===== config.mk =====
export PLATFORM = sky130hd
export DESIGN_NAME = bit_destuffer
export DESIGN_NICKNAME = d
export VERILOG_FILES = /design/src/rtl/can_pkg.sv /design/src/rtl/bit_destuffer.sv
export SDC_FILE = /design/constraint.sdc
export NUM_CORES = 1
export LEC_CHECK = 0
export ABC_CLOCK_PERIOD_IN_PS = 3600
export BUFFER_PORTS_ARGS = -buffer_cell sky130_fd_sc_hd__buf_2
export CAP_MARGIN = 5
export CORE_ASPECT_RATIO = 0.7
export CORE_MARGIN = 5
export CORE_UTILIZATION = 25
export DETAILED_ROUTE_END_ITERATION = 16
export GPL_TIMING_DRIVEN = 1
export PLACE_DENSITY_LB_ADDON = 0.3
export SKIP_CTS_REPAIR_TIMING = 1
export SYNTH_ARGS = -nofsm -noshare
export SYNTH_HDL_FRONTEND = slang
export SYNTH_SLANG_ARGS = --single-unit
export TNS_END_PERCENT = 100

===== constraint.sdc =====
create_clock -name clock -period 3.6 [get_ports clock]
set_input_delay 0.18 -clock clock [delete_from_list [all_inputs] [get_ports clock]]
set_output_delay 0.18 -clock clock [all_outputs]
set_load 0.01 [all_outputs]

===== src/rtl/can_pkg.sv =====
// Shared types and constants for the CAN bit destuffer.
package can_pkg;

    localparam int unsigned BYTE_W = 8;
    localparam int unsigned RUN_W  = 3;
    localparam int unsigned CNT_W  = 3;

    localparam logic [RUN_W-1:0] STUFF_LIMIT = 3'd5;
    localparam logic [RUN_W-1:0] RUN_ONE     = 3'd1;
    localparam logic [RUN_W-1:0] RUN_ZERO    = 3'd0;
    localparam logic [CNT_W-1:0] CNT_LAST    = 3'd7;
    localparam logic [CNT_W-1:0] CNT_ZERO    = 3'd0;

    typedef enum logic {
        IDLE       = 1'b0,
        STUFF_AREA = 1'b1
    } state_t;

endpackage


===== src/rtl/bit_destuffer.sv =====
// Removes CAN stuff bits inside the stuffing region and assembles destuffed
// bits into bytes; all outputs are registered one cycle after the sample point.
module bit_destuffer
    import can_pkg::*;
(
    input  logic              clock,
    input  logic              reset_n,
    input  logic              SP,
    input  logic              RX,
    input  logic              F_STF,
    output logic              BIT_OUT,
    output logic              BIT_VALID,
    output logic              STUFF_DROP,
    output logic              STUFF_VIOL,
    output logic [BYTE_W-1:0] SHIFT,
    output logic              BYTE_RDY
);

    state_t              state_r, state_s;
    logic [RUN_W-1:0]    run_r, run_s;
    logic                prev_r, prev_s;
    logic [CNT_W-1:0]    cnt_r, cnt_s, cnt_base_s;
    logic [BYTE_W-1:0]   shift_s;
    logic                bit_out_s, valid_s, drop_s, viol_s, byte_s;
    logic                data_s, enter_s;

    // Next-state and output decode; everything holds unless SP marks a bit.
    always_comb begin
        state_s    = state_r;
        run_s      = run_r;
        prev_s     = prev_r;
        cnt_s      = cnt_r;
        cnt_base_s = cnt_r;
        shift_s    = SHIFT;
        bit_out_s  = BIT_OUT;
        valid_s    = 1'b0;
        drop_s     = 1'b0;
        viol_s     = 1'b0;
        byte_s     = 1'b0;
        data_s     = 1'b0;
        enter_s    = 1'b0;

        if (SP) begin
            case (state_r)
                IDLE: begin
                    data_s = 1'b1;
                    if (!F_STF) begin
                        state_s = STUFF_AREA;
                        enter_s = 1'b1;
                        prev_s  = RX;
                        run_s   = RUN_ONE;
                    end else begin
                        state_s = IDLE;
                    end
                end
                STUFF_AREA: begin
                    if (F_STF) begin
                        state_s = IDLE;
                        run_s   = RUN_ZERO;
                        data_s  = 1'b1;
                    end else if (run_r >= STUFF_LIMIT) begin
                        // Sixth bit after five equal bits is the stuff bit.
                        drop_s = 1'b1;
                        viol_s = (RX == prev_r);
                        prev_s = RX;
                        run_s  = RUN_ONE;
                    end else begin
                        data_s = 1'b1;
                        prev_s = RX;
                        run_s  = (RX == prev_r) ? run_r + RUN_ONE : RUN_ONE;
                    end
                end
                default: begin
                    state_s = IDLE;
                    run_s   = RUN_ZERO;
                end
            endcase
        end else begin
            state_s = state_r;
        end

        // Byte framing restarts at region entry, before the entry bit is counted.
        if (data_s) begin
            cnt_base_s = enter_s ? CNT_ZERO : cnt_r;
            cnt_s      = cnt_base_s + 3'd1;
            byte_s     = (cnt_base_s == CNT_LAST);
            shift_s    = {SHIFT[BYTE_W-2:0], RX};
            bit_out_s  = RX;
            valid_s    = 1'b1;
        end else begin
            cnt_s = cnt_r;
        end
    end

    // State, run counter, shift register and output pulse registers.
    always_ff @(posedge clock) begin
        if (!reset_n) begin
            state_r    <= IDLE;
            run_r      <= RUN_ZERO;
            prev_r     <= 1'b1;
            cnt_r      <= CNT_ZERO;
            SHIFT      <= 8'h00;
            BIT_OUT    <= 1'b1;
            BIT_VALID  <= 1'b0;
            STUFF_DROP <= 1'b0;
            STUFF_VIOL <= 1'b0;
            BYTE_RDY   <= 1'b0;
        end else begin
            state_r    <= state_s;
            run_r      <= run_s;
            prev_r     <= prev_s;
            cnt_r      <= cnt_s;
            SHIFT      <= shift_s;
            BIT_OUT    <= bit_out_s;
            BIT_VALID  <= valid_s;
            STUFF_DROP <= drop_s;
            STUFF_VIOL <= viol_s;
            BYTE_RDY   <= byte_s;
        end
    end

endmodule


# [Yosys cells after proc, flatten, opt, wreduce, memory -nomap -nowiden]
# Cells that the tools add are included.
# Widths: inputs -> output; s select.
[word_totals] regBits=21 in_bits=5 output_inout_bits=13 wordCells=42
[classes] addsub=2 n_lt_le_gt_ge=1 eq_ne=3 n_mux=16 n_bitwise=5 reduce_logical=5
[ops] op="$mux 3" count=5
[ops] op="$mux 1" count=9
[ops] op="$add 3x1->3 const B" count=2
[ops] op="$pmux 3 s2" count=1
[ops] op="$reduce_and 2->1" count=3
[ops] op="$not 1->1" count=5
[ops] op="$reduce_or 5->1" count=1
[ops] op="$reduce_or 4->1" count=1
[ops] op="$eq 3x3->1 const B" count=1
[ops] op="$ge 3x3->1 const B" count=1
[ops] op="$ne 2x2->1 const B" count=1
[ops] op="$pmux 1 s2" count=1
[ops] op="$eq 1x1->1" count=1

# [Logic depth before layout (Yosys ltp)]
# Gate-level depths: netlist of run 1.
[logic_depth] depth_word=6 depth_mapped=7

# [Worst setup path after synthesis of run 1]
# OpenSTA, ideal clock, no wires.
[synth_path] path_kind="register to register" start="register run_r[1]" end="register SHIFT[1]" setup_time_ns=0.072 arrival_time_ns=1.305 required_ns=3.528 setup_slack_ns=2.223 stages_incl_launch_ff=7 path_buffers=1 synth_period_minus_slack_ns=1.377 path_cell_list="dfxtp_1 inv_1 ha_1 o21a_2 a21boi_4 buf_6 mux2i_1"
[synth_between] elab_chain_cells=5
[synth_rtl] element="from (decl)" line="bit_destuffer.sv:20" rtl="logic [RUN_W-1:0] run_r, run_s;"
[synth_rtl] element="from (signal assigned)" line="bit_destuffer.sv:110" rtl="run_r <= run_s;"
[synth_rtl] element="$ge 3x3->1" line="bit_destuffer.sv:61" rtl="end else if (run_r >= STUFF_LIMIT) begin"
[synth_rtl] element="$mux 1" line="bit_destuffer.sv:61"
[synth_rtl] element="$mux 1" line="bit_destuffer.sv:57" rtl="if (F_STF) begin"
[synth_rtl] element="$pmux 1 s2" line="bit_destuffer.sv:44" rtl="case (state_r)"
[synth_rtl] element="$mux 1" line="bit_destuffer.sv:43" rtl="if (SP) begin"
[synth_rtl] element="to (signal assigned)" line="bit_destuffer.sv:113" rtl="SHIFT <= shift_s;"
[synth_rtl] element="to (decl)" line="bit_destuffer.sv:15" rtl="output logic [BYTE_W-1:0] SHIFT,"
# No other way between the ends.
# A chain may end at the register's enable or synchronous reset.

# [Worst setup path after layout of run 1]
[layout_path] start="register run_r[1]" end="register SHIFT[7]"
# The elaborated chain is that of the path after synthesis.

==> results.sh, run 1 <==
export IMPL_fill_cells=388
export IMPL_seq_power_share_pct=55.8
export IMPL_grt_start_max_net_pins=21
export IMPL_endpoint_kind="register"
export IMPL_path_clk_slew_ns=0.08
export IMPL_pin_count=18
export IMPL_grt_met1_usage_pct=10.2
export IMPL_clock_sinks=21
export IMPL_layout_commonest_cell="dfxtp_1"
export IMPL_rsz0062_at_grt="no"
export IMPL_grt_ovfl_total=0
export IMPL_criticalPathCategory="register to register"
export IMPL_crit_arrival_ns=1.84
export IMPL_dieArea_um2=5150
export IMPL_numCtsBuffers=3
export IMPL_synth_area_um2=950
export IMPL_fin_crit_sh_pct=45.8
export IMPL_drt_iter0_drc=21
export IMPL_core_area_um2=3600
export IMPL_worstSetupEndpoint="SHIFT[7]"
export IMPL_syn_area_per_cell_um2=9.79
export IMPL_slew_headroom_pct=67.1
export IMPL_nets=123
export IMPL_ctsRootBufferMaster="clkbuf_8"
export IMPL_insertion_delay_ns=0.26
export IMPL_first_global_vias=691
export IMPL_wire_per_inst_um=11.7
export IMPL_yosys_top_cells_area="dfxtp_1, mux2i_1, nand2_1, ha_1, o21a_1"
export IMPL_antenna_found_initial=0
export IMPL_reg2reg_slack_ns=1.95
export IMPL_die_y_um=61.6
export IMPL_setup_tns_ns=0
export IMPL_grt_use_met3_pct=4.14
export IMPL_cts_htree_levels=1
export IMPL_syn_num_nets=106
export IMPL_slew_violations=0
export IMPL_p_switching_w=0.000106
export IMPL_yosysTopAreaCell="dfxtp_1"
export IMPL_grt_use_total_pct=8.27
export IMPL_num_vias=713
export IMPL_intPower_w=0.000333
export IMPL_met2_usage_pct=12.6
export IMPL_critical_path_required_ns=3.79
export IMPL_ant_nets=0
export IMPL_crit_path_start_kind="register"
export IMPL_grt_pass1_wl_um=3230
export IMPL_clock_fmax_ghz=0.606
export IMPL_layout_common_cells="dfxtp_1, nand2_1, buf_2, mux2i_1, a21oi_1"
export IMPL_crit_path_start="run_r[1]"
export IMPL_final_cells=163
export IMPL_clock_power_share_pct=34.8
export IMPL_cpPeakStageDelay_ns=0.44
export IMPL_initial_core_util_pct=26.4
export IMPL_crit_slowest_cell="a21boi_4"
export IMPL_p_comb_share_pct=9.3
export IMPL_tightestPinTransition_ns=0.492
export IMPL_hold_viol=0
export IMPL_firstDrtPassIters=4
export IMPL_synth_top_cell_area_share_pct=44.3
export IMPL_gp_congestion=0.719
export IMPL_setup_viol_count_final=0
export IMPL_grt_busiest_layer="met2"
export IMPL_power_density_nw_per_um2=397
export IMPL_holdWs_ns=0.228
export IMPL_r2r_end="SHIFT[7]"
export IMPL_drt_total_wl_um=1910
export IMPL_tritoncts="built"
export IMPL_min_from="RX"
export IMPL_io_buffers=17
export IMPL_finClkSkew_ns=0.00370
export IMPL_cap_violations=0
export IMPL_switching_share_pct=24.2
export IMPL_hp_class="input pin to register"
export IMPL_drive_gt1_share_pct=23.0
export IMPL_syn_inst=97
export IMPL_ir_worst_vdd_v=0.000123
export IMPL_dp_cells=159
export IMPL_drc=0
export IMPL_seq_area_frac_synth_pct=44.3
export IMPL_vias_per_cell=4.37
export IMPL_ys_warnings_count=0
export IMPL_antenna_cells=0
export IMPL_rows=18
export IMPL_ys_types=26
export IMPL_status="finished, final reports clean"
export IMPL_r2r_worst_path_cells=5
export IMPL_ys_seq_elements=21
export IMPL_r2r_start="run_r[1]"
export IMPL_max_clock_path_buffers=2
export IMPL_p_leak_nw=0.490
export IMPL_hpwl_um=1410
export IMPL_critPathMaxFanout=11
export IMPL_period_minus_slack_ns=1.65
export IMPL_area_delta_synth_final_pct=16.5
export IMPL_die_w_um=83.7
export IMPL_path_cells="inv_1 -> ha_1 -> o21a_2 -> a21boi_4 -> mux2i_1"
[synth_stat cells]
| cell | number |
|---|---|
| a211o_1 | 1 |
| a211oi_1 | 1 |
| a21boi_4 | 1 |
| a21oi_1 | 5 |
| and2_1 | 1 |
| buf_2 | 3 |
| buf_6 | 2 |
| dfxtp_1 | 21 |
| ha_1 | 4 |
| inv_1 | 2 |
| mux2i_1 | 12 |
| nand2_1 | 20 |
| nand2b_1 | 3 |
| nand3_1 | 1 |
| nand3b_1 | 2 |
| nor2_1 | 3 |
| nor2b_4 | 1 |
| nor3_1 | 2 |
| nor4_1 | 2 |
| nor4b_1 | 1 |
| o211ai_1 | 1 |
| o21a_1 | 4 |
| o21a_2 | 1 |
| o2bb2ai_1 | 1 |
| or2_2 | 1 |
| xor2_2 | 1 |
[power by group through the flow]
| stage | logic [W] | clock network [W] | registers (W) |
|---|---|---|---|
| 2_1_floorplan | 0.0000309 | 0 | 0.000250 |
| 3_3_place_gp | 0.0000402 | 0 | 0.000250 |
| 3_5_place_dp | 0.0000410 | 0 | 0.000250 |
| 4_1_cts | 0.0000412 | 0.000158 | 0.000245 |
| 5_1_grt | 0.0000456 | 0.000167 | 0.000246 |
| 6_report | 0.0000409 | 0.000153 | 0.000245 |
[metrics by stage]
step / util [%] / power, W / cell area (µm²) / setup WS [ns]
finish: 30.7 / 0.000439 / 1110 / 1.95
global route: 30.7 / 0.000458 / 1110 / 1.84
CTS: 30.7 / 0.000445 / 1110 / 1.93
detailed placement: 29.4 / 0.000291 / 1060 / 1.96
global placement: 29.4 / 0.000290 / 1060 / 2.03
floorplan: - / 0.000281 / 950 / 2.22
[per-layer routing]
metal	vias up	part of all wire (%)
li1	363	-
met1	335	51
met2	13	42
met3	2	6.0
met4	0	0.94
met5	-	0
[worst min path at each step]
stage               end  slack, ns  cells after the start
2_1_floorplan   BIT_OUT       0.30                      1
3_3_place_gp   cnt_r[2]       0.45                      2
3_5_place_dp   cnt_r[2]       0.46                      2
4_1_cts         BIT_OUT       0.23                      2
5_1_grt         BIT_OUT       0.23                      2
6_report        BIT_OUT       0.23                      2
[sequential cells by signal, indices dropped and copies added, names as in the netlist]
name and flops:
STUFF_DROP 1, BIT_OUT 1, run_r 3, state_r 1
BYTE_RDY 1, STUFF_VIOL 1, cnt_r 3, SHIFT 8
prev_r 1, BIT_VALID 1
[worst max-delay path: cells and delay by family, from the launching register on]
family                     cells  cell delay (ns)
AOI/OAI and AO/OA              2             0.69
adders and majority gates      1             0.19
buffers and inverters          1             0.07
DFF                            1             0.38
muxes                          1             0.24
[cell type report]
class | instances | area [µm²] | share of cell area [%]
Timing Repair Buffer | 17 | 85.1 | 7.69
Sequential cell | 21 | 420 | 38.0
Clock inverter | 1 | 5.00 | 0.452
Tap cell | 50 | 62.6 | 5.66
Inverter | 2 | 7.51 | 0.679
Multi-Input combinational cell | 69 | 484 | 43.8
Clock buffer | 3 | 41.3 | 3.73
[cell families after synthesis]
family,Yosys count,synth area share (%)
AOI/OAI and AO/OA,15,12.1
xor gates and xnor gates,1,1.71
adders and majority gates,4,5.27
buffers and inverters,7,4.74
DFF,21,44.3
muxes,12,12.6
and+or+nand+nor,37,19.2
No activity file was read; power rests on OpenSTA's default activity.
==> inputs of run 2 (changes only) <==
- ABC_CLOCK_PERIOD_IN_PS: 3600 -> 1400
- clock period: 3.6 -> 1.4 ns (I/O delays scaled with it)
==> run 2 against run 1 <==
  * The flow now finishes with violations (setup timing)
  * Clock skew increased by 0.0035 ns
  * Fmax increased by 17%
  * Register-to-register slack worse by 2.0 ns
  * Critical path depth grew 1
  * Cell count grew 4.3%
  * Combinational power grew to 3.3 times the previous value
  * Hold slack got worse by 0.12 ns
  * Clock-buffer cell count stayed put
  * Routed wire length is 2.4% higher
  * Core utilization increased by 2.8 points
==> results.sh, run 2 (synthesis gave the netlist of run 1 again) <==
export IMPL_max_clock_path_buffers=2
export IMPL_drc=0
export IMPL_reg2reg_slack_ns=-0.01
export IMPL_ant_nets=0
export IMPL_path_clk_slew_ns=0.08
export IMPL_hp_class="input pin to register"
export IMPL_layout_setup_ws_ns=-0.0112
export IMPL_hpwl_um=1430
export IMPL_setup_tns_ns=-0.0304
export IMPL_cts_htree_levels=1
export IMPL_multiInputGateArea_um2=503
export IMPL_slew_headroom_pct=76.7
export IMPL_critical_path_required_ns=1.59
export IMPL_final_core_util_pct=33.5
export IMPL_criticalPathCategory="register to register"
export IMPL_firstDrtPassIters=4
export IMPL_p_leak_nw=0.540
export IMPL_tightestPinTransition_ns=0.349
export IMPL_largest_reg_flops=8
export IMPL_cap_violations=0
export IMPL_period_minus_slack_ns=1.41
export IMPL_setup_viol_count_final=7
export IMPL_violations="setup timing"
export IMPL_ctsRootBufferMaster="clkbuf_8"
export IMPL_num_vias=729
export IMPL_fill_cells=385
export IMPL_clock_sinks=21
export IMPL_clock_fmax_ghz=0.709
export IMPL_drt_iter0_drc=39
export IMPL_slew_violations=0
export IMPL_grt_pass1_wl_um=3160
export IMPL_area_delta_synth_final_pct=27.3
export IMPL_power_density_nw_per_um2=964
export IMPL_antenna_found_initial=0
export IMPL_rsz0062_at_grt="yes"
export IMPL_io_buffers=17
export IMPL_grt_start_max_net_pins=21
export IMPL_numCtsBuffers=3
export IMPL_drt_total_wl_um=1960
export IMPL_hold_viol=0
export IMPL_dieArea_um2=5150
export IMPL_die_w_um=83.7
export IMPL_initial_core_util_pct=26.4
export IMPL_rows=18
export IMPL_regArea_um2=422
export IMPL_core_area_um2=3600
export IMPL_vias_per_cell=4.29
export IMPL_endpoint_kind="register"
export IMPL_wire_per_inst_um=11.5
export IMPL_tritoncts="built"
export IMPL_finClkSkew_ns=0.00719
export IMPL_crit_path_start_kind="register"
export IMPL_insertion_delay_ns=0.26
export IMPL_die_y_um=61.6
export IMPL_gp_congestion=0.793
export IMPL_pin_count=18
export IMPL_nets=130
export IMPL_regMostFlops="SHIFT"
export IMPL_critPathMaxFanout=6
export IMPL_first_global_vias=675
export IMPL_largestRegisters="SHIFT (8), cnt_r (3), run_r (3)"
export IMPL_crit_arrival_ns=1.61
export IMPL_status="complete, but fails checks"
export IMPL_ir_worst_vdd_v=0.000307
export IMPL_layout_common_cells="dfxtp_1, nand2_1, buf_2, mux2i_1"
export IMPL_antenna_cells=0
export IMPL_drive_gt1_share_pct=30.0
export IMPL_fin_crit_sh_pct=101
export IMPL_grt_use_total_pct=8.05
export IMPL_grt_ovfl_total=0
==> run 2: metal layers <==
| layer | vias to the layer above | share of wire, % | wire, µm | GRT usage, % |
|---|---|---|---|---|
| li1 | 378 | - | - | - |
| met4 | 0 | 0 | 0 | 2.06 |
| met3 | 0 | 5.6 | 110 | 4.14 |
| met1 | 339 | 51 | 1010 | 9.50 |
| met2 | 12 | 43 | 840 | 13.3 |
| met5 | - | 0 | 0 | 0 |
==> run 2: final cells by class <==
type / instances / area share [%]
flip-flops and latches: 21 / 34.9
clock buffers: 3 / 3.42
inverters: 2 / 0.621
well taps: 50 / 5.18
multi-input cells: 69 / 41.6
repair buffers: 24 / 13.9
clock inverters: 1 / 0.414
==> run 2: worst paths after layout <==
check                 from       end  cells past startpoint
setup / recovery  run_r[1]  cnt_r[1]                      6
hold / removal          RX  SHIFT[0]                      3
setup reg to reg  run_r[1]  cnt_r[1]                      6
hold reg to reg   SHIFT[7]  SHIFT[7]                      2
==> run 2: power breakdown <==
| part | internal (W) | leakage [nW] | total, W | switching (W) |
|---|---|---|---|---|
| clock network | 0.000199 | 0.0255 | 0.000403 | 0.000205 |
| logic | 0.0000647 | 0.343 | 0.000133 | 0.0000678 |
| registers | 0.000615 | 0.172 | 0.000630 | 0.0000151 |
==> run 2: worst max-delay path: stages (launching register included) <==
cell	delay, ns
dfxtp_2	0.34
inv_2	0.05
ha_4	0.15
o21a_4	0.24
a21boi_4	0.22
clkbuf_16	0.18
mux2i_1	0.16
==> run 2: stage by stage <==
stage	std cells	hold WS [ns]	total power, W	cell area (µm²)	setup WS (ns)
after detailed placement	164	0.377	0.000762	1110	-0.0101
final	170	0.108	0.00117	1210	-0.0112
after global routing	170	0.116	0.00122	1210	-0.0936
after CTS	168	0.101	0.00116	1160	-0.0306
after global placement	164	0.362	0.000761	1110	0.0436
after floorplan	97	0.187	0.000721	950	0.0234
